**src/rtl/mem_arbiter_pkg.sv**
```systemverilog
// Shared definitions for the two-master memory bus arbiter.
//   - FSM state encoding (IDLE, grant to m0, grant to m1)
//   - default rdata returned when the watchdog aborts a transfer
package mem_arbiter_pkg;

  typedef enum logic [1:0] {
    ST_IDLE = 2'd0,
    ST_GNT0 = 2'd1,
    ST_GNT1 = 2'd2
  } arb_state_e;

  localparam logic [31:0] ERR_RDATA_DEFAULT = 32'hDEADBEEF;

endpackage

```
**src/rtl/mem_arbiter_timer.sv**
```systemverilog
// Watchdog counter for a granted bus transfer.
//   clk, rst_n : clock / async active-low reset
//   clr        : return the count to zero (takes priority over en)
//   en         : count this cycle (granted and slave not ready)
//   expire     : this is the last allowed wait cycle and the slave is still
//                not ready; the arbiter aborts the transfer
// TIMEOUT == 0 disables expiry entirely.
module bus_timer #(
  parameter int TIMEOUT = 1024
) (
  input  logic clk,
  input  logic rst_n,
  input  logic clr,
  input  logic en,
  output logic expire
);

  localparam int CW = (TIMEOUT > 0) ? $clog2(TIMEOUT + 1) : 1;
  localparam logic [CW-1:0] LIMIT = (TIMEOUT > 0) ? CW'(TIMEOUT - 1) : '0;

  logic [CW-1:0] cnt_q, cnt_d;

  always_comb begin
    cnt_d = cnt_q;
    if (clr)     cnt_d = '0;
    else if (en) cnt_d = cnt_q + 1'b1;
  end

  always_ff @(posedge clk or negedge rst_n) begin
    if (!rst_n) cnt_q <= '0;
    else        cnt_q <= cnt_d;
  end

  // The count never passes LIMIT: expiry always ends the grant, which clears it.
  assign expire = (TIMEOUT > 0) && en && (cnt_q == LIMIT);

endmodule

```
**src/rtl/mem_arbiter.sv**
```systemverilog
// Round-robin arbiter sharing one picorv32-native-bus slave between two
// masters (m0 = CPU, m1 = DMA/test master). A grant lasts one whole
// transfer; a watchdog completes stalled transfers with ERR_RDATA.
//   mX_valid/ready/addr/wdata/wstrb/rdata : master ports (wstrb==0 is a read)
//   s_valid/ready/addr/wdata/wstrb/rdata  : shared slave port
//   busy        : a grant is active
//   timeout_err : one-cycle pulse when the watchdog aborts a transfer
module mem_arbiter
  import mem_arbiter_pkg::*;
#(
  parameter int            AW        = 32,
  parameter int            DW        = 32,
  parameter int            TIMEOUT   = 1024,
  parameter logic [DW-1:0] ERR_RDATA = DW'(ERR_RDATA_DEFAULT)
) (
  input  logic            clk,
  input  logic            rst_n,
  input  logic            m0_valid,
  output logic            m0_ready,
  input  logic [AW-1:0]   m0_addr,
  input  logic [DW-1:0]   m0_wdata,
  input  logic [DW/8-1:0] m0_wstrb,
  output logic [DW-1:0]   m0_rdata,
  input  logic            m1_valid,
  output logic            m1_ready,
  input  logic [AW-1:0]   m1_addr,
  input  logic [DW-1:0]   m1_wdata,
  input  logic [DW/8-1:0] m1_wstrb,
  output logic [DW-1:0]   m1_rdata,
  output logic            s_valid,
  input  logic            s_ready,
  output logic [AW-1:0]   s_addr,
  output logic [DW-1:0]   s_wdata,
  output logic [DW/8-1:0] s_wstrb,
  input  logic [DW-1:0]   s_rdata,
  output logic            busy,
  output logic            timeout_err
);

  // Masters gathered into packed arrays so the grant mux is a single index.
  logic [1:0]                 m_valid, m_ready;
  logic [1:0][AW-1:0]         m_addr;
  logic [1:0][DW-1:0]         m_wdata, m_rdata;
  logic [1:0][DW/8-1:0]       m_wstrb;

  assign m_valid = {m1_valid, m0_valid};
  assign m_addr  = {m1_addr,  m0_addr};
  assign m_wdata = {m1_wdata, m0_wdata};
  assign m_wstrb = {m1_wstrb, m0_wstrb};
  assign m0_ready = m_ready[0];
  assign m1_ready = m_ready[1];
  assign m0_rdata = m_rdata[0];
  assign m1_rdata = m_rdata[1];

  arb_state_e state_q, state_d;
  logic       last_q, last_d;   // index of the master served last
  logic       sel;
  logic       expire;

  assign busy = (state_q != ST_IDLE);
  assign sel  = (state_q == ST_GNT1);

  bus_timer #(.TIMEOUT(TIMEOUT)) u_timer (
    .clk    (clk),
    .rst_n  (rst_n),
    .clr    (state_d == ST_IDLE),
    .en     (busy && !s_ready),
    .expire (expire)
  );

  always_comb begin
    state_d     = state_q;
    last_d      = last_q;
    s_valid     = 1'b0;
    s_addr      = '0;
    s_wdata     = '0;
    s_wstrb     = '0;
    m_ready     = '0;
    m_rdata     = '0;
    timeout_err = 1'b0;
    case (state_q)
      ST_IDLE: begin
        // A late s_ready from an aborted transfer lands here and is ignored.
        if (m_valid[0] && m_valid[1]) state_d = last_q ? ST_GNT0 : ST_GNT1;
        else if (m_valid[0])          state_d = ST_GNT0;
        else if (m_valid[1])          state_d = ST_GNT1;
      end
      ST_GNT0, ST_GNT1: begin
        s_addr       = m_addr[sel];
        s_wdata      = m_wdata[sel];
        s_wstrb      = m_wstrb[sel];
        m_rdata[sel] = s_rdata;
        if (!m_valid[sel]) begin
          // Master withdrew: drop the grant without a ready, fairness untouched.
          state_d = ST_IDLE;
        end else if (s_ready) begin
          // Slave wins over the watchdog on the final wait cycle.
          s_valid      = 1'b1;
          m_ready[sel] = 1'b1;
          state_d      = ST_IDLE;
          last_d       = sel;
        end else if (expire) begin
          m_ready[sel] = 1'b1;
          m_rdata[sel] = ERR_RDATA;
          timeout_err  = 1'b1;
          state_d      = ST_IDLE;
          last_d       = sel;
        end else begin
          s_valid = 1'b1;
        end
      end
      default: state_d = ST_IDLE;
    endcase
  end

  always_ff @(posedge clk or negedge rst_n) begin
    if (!rst_n) begin
      state_q <= ST_IDLE;
      last_q  <= 1'b1;
    end else begin
      state_q <= state_d;
      last_q  <= last_d;
    end
  end

endmodule
```
**config.mk**
```make
export PLATFORM = sky130hd
export DESIGN_NAME = mem_arbiter
export DESIGN_NICKNAME = d
export VERILOG_FILES = /design/src/rtl/mem_arbiter_pkg.sv /design/src/rtl/mem_arbiter_timer.sv /design/src/rtl/mem_arbiter.sv
export SDC_FILE = /design/constraint.sdc
export NUM_CORES = 1
export LEC_CHECK = 0
export ABC_AREA = 1
export CELL_PAD_IN_SITES_DETAIL_PLACEMENT = 0
export CELL_PAD_IN_SITES_GLOBAL_PLACEMENT = 2
export CORE_MARGIN = 4
export CORE_UTILIZATION = 11
export DETAILED_ROUTE_END_ITERATION = 8
export MAX_ROUTING_LAYER = met4
export PLACE_DENSITY_LB_ADDON = 0.1
export SETUP_SLACK_MARGIN = 0.3
export SLEW_MARGIN = 15
export SYNTH_ARGS = -nofsm -noshare
export SYNTH_HDL_FRONTEND = slang
export SYNTH_SLANG_ARGS = --single-unit
```
**constraint.sdc**
```tcl
create_clock -name clk -period 3.7 [get_ports clk]
set_input_delay 0.74 -clock clk [delete_from_list [all_inputs] [get_ports clk]]
set_output_delay 0.74 -clock clk [all_outputs]
set_load 0.005 [all_outputs]
```
==> results by group, run 1 <==
Status
  – Outcome: finished clean

Synth
  – Synthesized instance count: 472
  – Count of cell types in the netlist: 32
  – Mux cell area share after synthesis: 0.00405
  – Fraction of registers with async set or reset after synthesis: 1.00
  – Mean post-synth cell area: 5.23 um2
  – Combinational family with the most area after synthesis: simple AND/OR/NAND/NOR gates
  – Synth Flop Type: dfrtp_1
  – Sequential share of the synthesized area: 0.142
  – Syn. warnings: 0
  – Post-synth EDFFs: 0
  – Adder-cell share of the synthesized area: 0.0253
  – Simple-gate share of the synthesized area: 0.456
  – Number of synthesized register bits: 14
  – Post-Syn Nets: 650
  – Post-Synth XOR/XNOR Area: 0.0177
  – Synth Area in Compound Gates: 0.242
  – Synthesized cell area: 2470 um2

Final layout
  – Nets: 942
  – Ant. Diodes: 0
  – Synthesis-to-layout area growth: 146%
  – Filler cells: 2420
  – Reg area: 353 um2
  – Most common cell after layout, fill and taps aside: clkdlybuf4s50_1
  – Share of layout cells above drive strength 1: 0.0537
  – Most frequent cells in the layout: 298 x clkdlybuf4s50_1, 161 x nand2_1, 103 x a21oi_1
  – Area of the multi-input gates: 1860 um2

CTS
  – CTS clk-pin slew, worst paths: 50 ps
  – Clk buf depth: 2
  – Worst skew pair latency: 250 ps
  – Root buf cell: clkbuf_16
  – Cts bufs inserted: 3
  – H-tree levels: 1
  – CTS tree: done
  – Hold_buf cts: 0
  – TritonCTS Sinks: 14

Worst setup path
  – Critical Path RT: 2960 ps
  – Reg2Reg Depth: 8
  – Reg-to-reg slack, setup: 1500 ps
  – Reg2reg end: u_timer.cnt_q[1]
  – Worst-path fanout max: 16
  – RR Startpoint: state_q[1]
  – Worst Setup End Kind: output port
  – Startpoint Class: input pin
  – Worst EP arrival: 2600 ps
  – Critical path class: input pin to output port

STA
  – RSZ-0062 raised after global routing: yes
  – TNS Setup: 0 ps
  – Max-slew headroom: 0.513
  – Period utilization: 0.903
  – Min cycle time layout: 3340 ps
  – F_max: 0.299 GHz
  – PnR worst setup slack: 360 ps
  – Slew @ Worst Pin: 728 ps
  – Fin. Hold Viols: 0
  – Slew Viols, Final: 0
  – Worst Clk Skew: 2.46 ps
  – Final setup viols: 0
  – Fin Hold WS: 467 ps

Drt
  – Total Wirelength: 17.4 mm
  – Initial DRC Count: 233
  – Routed length per instance: 16.7 um
  – Via count: 4131
  – Vias per cell: 3.96
  – Remaining routing DRC violations: 0
  – First-pass iteration count of the detailed router: 4
  – Final ANT Viol Nets: 0

Worst hold path
  – Worst Hold End: last_q
  – Hold depth: 2
  – Hold Startpoint: last_q
  – Type of the worst min-delay path: register to register

Power and ir drop
  – Pleak: 2.51 nW
  – Worst VDD drop: 0.411 mV
  – Pwr/cell area: 627 nW/um2

Floorplanning
  – FP Rows: 54
  – Chip height: 158 um
  – Initial Utilization: 0.112
  – I/O pin total: 310
  – Die W: 158 um
  – Core Area: 22000 um2
  – Full die area: 24900 um2

GRT
  – GRT Util Overall: 0.131
  – Vias in the first global route: 4062
  – First-pass GRT wire length: 24.9 mm
  – Largest net degree at the start of global routing: 41
  – GRT overflow: 0
  – Antenna violations before repair: 0

Job
  – Max-cap violations: 0

Place
  – HPWL reported at the end of detailed placement: 13.7 mm
  – Port bufs: 309
  – RePlAce Congestion: 0.817
  – Pre-CTS WS: 208 ps
[critical path, cell delays in order]
cell             delay (ps)
clkdlybuf4s50_1         490
inv_1                    60
nand2_2                  70
o21ai_4                 100
nor2_8                  160
bufbuf_16               310
nor2_1                   50
nor2_1                  110
clkdlybuf4s50_1         520
[report_power, final]
| part | internal, mW | switching [mW] |
|---|---|---|
| clock | 0.164 | 0.0692 |
| combinational | 1.69 | 1.69 |
| sequential | 0.178 | 0.0195 |
[layout make-up]
class / instances / share of cell area
clock buffers: 4 / 0.0146
well taps: 280 / 0.0577
repair buffers: 325 / 0.549
multi-input cells: 397 / 0.306
flip-flops and latches: 14 / 0.0581
inverters: 23 / 0.0146
[worst max path at each step]
stage | end | slack, ps | cells past startpoint | from
global route | m1_rdata[31] | 240 | 10 | s_ready
floorplan | m1_rdata[16] | 1280 | 7 | s_ready
detailed placement | m1_rdata[30] | 210 | 10 | s_ready
global placement | m1_rdata[21] | 200 | 10 | s_ready
CTS | m1_rdata[13] | 300 | 9 | m1_valid
finish | m0_rdata[11] | 360 | 9 | m1_valid
[per-layer routing]
| metal | global-route usage | up-vias | routed length, um |
|---|---|---|---|
| li1 | - | 2088 | - |
| met1 | 0.154 | 1889 | 6940 |
| met2 | 0.247 | 142 | 9340 |
| met3 | 0.0137 | 12 | 928 |
| met4 | 0.0152 | 0 | 182 |
| met5 | - | - | 0 |
[state kept, by name (all words and copies together) (netlist names)]
name and flops:
last_q 1, state_q 2, u_timer.cnt_q 11
[synth_stat cells (2+ instances only)]
cell type	number	share of area
inv_1	19	0.029
buf_4	5	0.015
inv_2	3	0.0046
a21oi_1	103	0.21
nand2_2	2	0.0051
nor2_4	3	0.014
ha_1	5	0.025
dfrtp_1	13	0.13
buf_1	9	0.014
buf_6	3	0.014
nor3_1	17	0.034
nand2_1	161	0.24
nand3_1	6	0.012
buf_2	5	0.010
nor2_1	80	0.12
o21ai_0	3	0.0061
clkbuf_1	16	0.024
xor2_1	5	0.018
[kinds of logic after synthesis]
family / after synthesis
and+or+nand+nor: 274
AOI/OAI and AO/OA: 112
buffers and inverters: 61
DFF: 14
xor gates and xnor gates: 5
adders and majority gates: 5
muxes: 1
[metrics by stage]
| stage | area [um2] | util | std cells | power, mW |
|---|---|---|---|---|
| floorplan | 2470 | - | 472 | 1.59 |
| global placement | 5870 | 0.267 | 1034 | 3.66 |
| detailed placement | 5870 | 0.267 | 1034 | 3.64 |
| CTS | 6030 | 0.275 | 1041 | 3.90 |
| global route | 6070 | 0.277 | 1043 | 4.14 |
| finish | 6070 | 0.277 | 1043 | 3.81 |
[repair_timing]
item                                    in CTS  in global routing
setup buffers                                1                  2
pin swaps                                    0                  3
cloned                                       2                  0
resized for setup                            4                 11
endpoints found under the setup margin      53                 33
Power figures use the tool's default switching activity.
==> inputs of run 2 (changes only) <==
ABC_CLOCK_PERIOD_IN_PS = 3700   (was default)
==> results of run 2 <==
Final layout, timing and power as in run 1 (identical DEF).
==> inputs of run 3 (changes only) <==
CTS_CLUSTER_DIAMETER = 100   (was default)
==> results of run 3 <==
Final layout, timing and power as in run 1 (identical DEF).
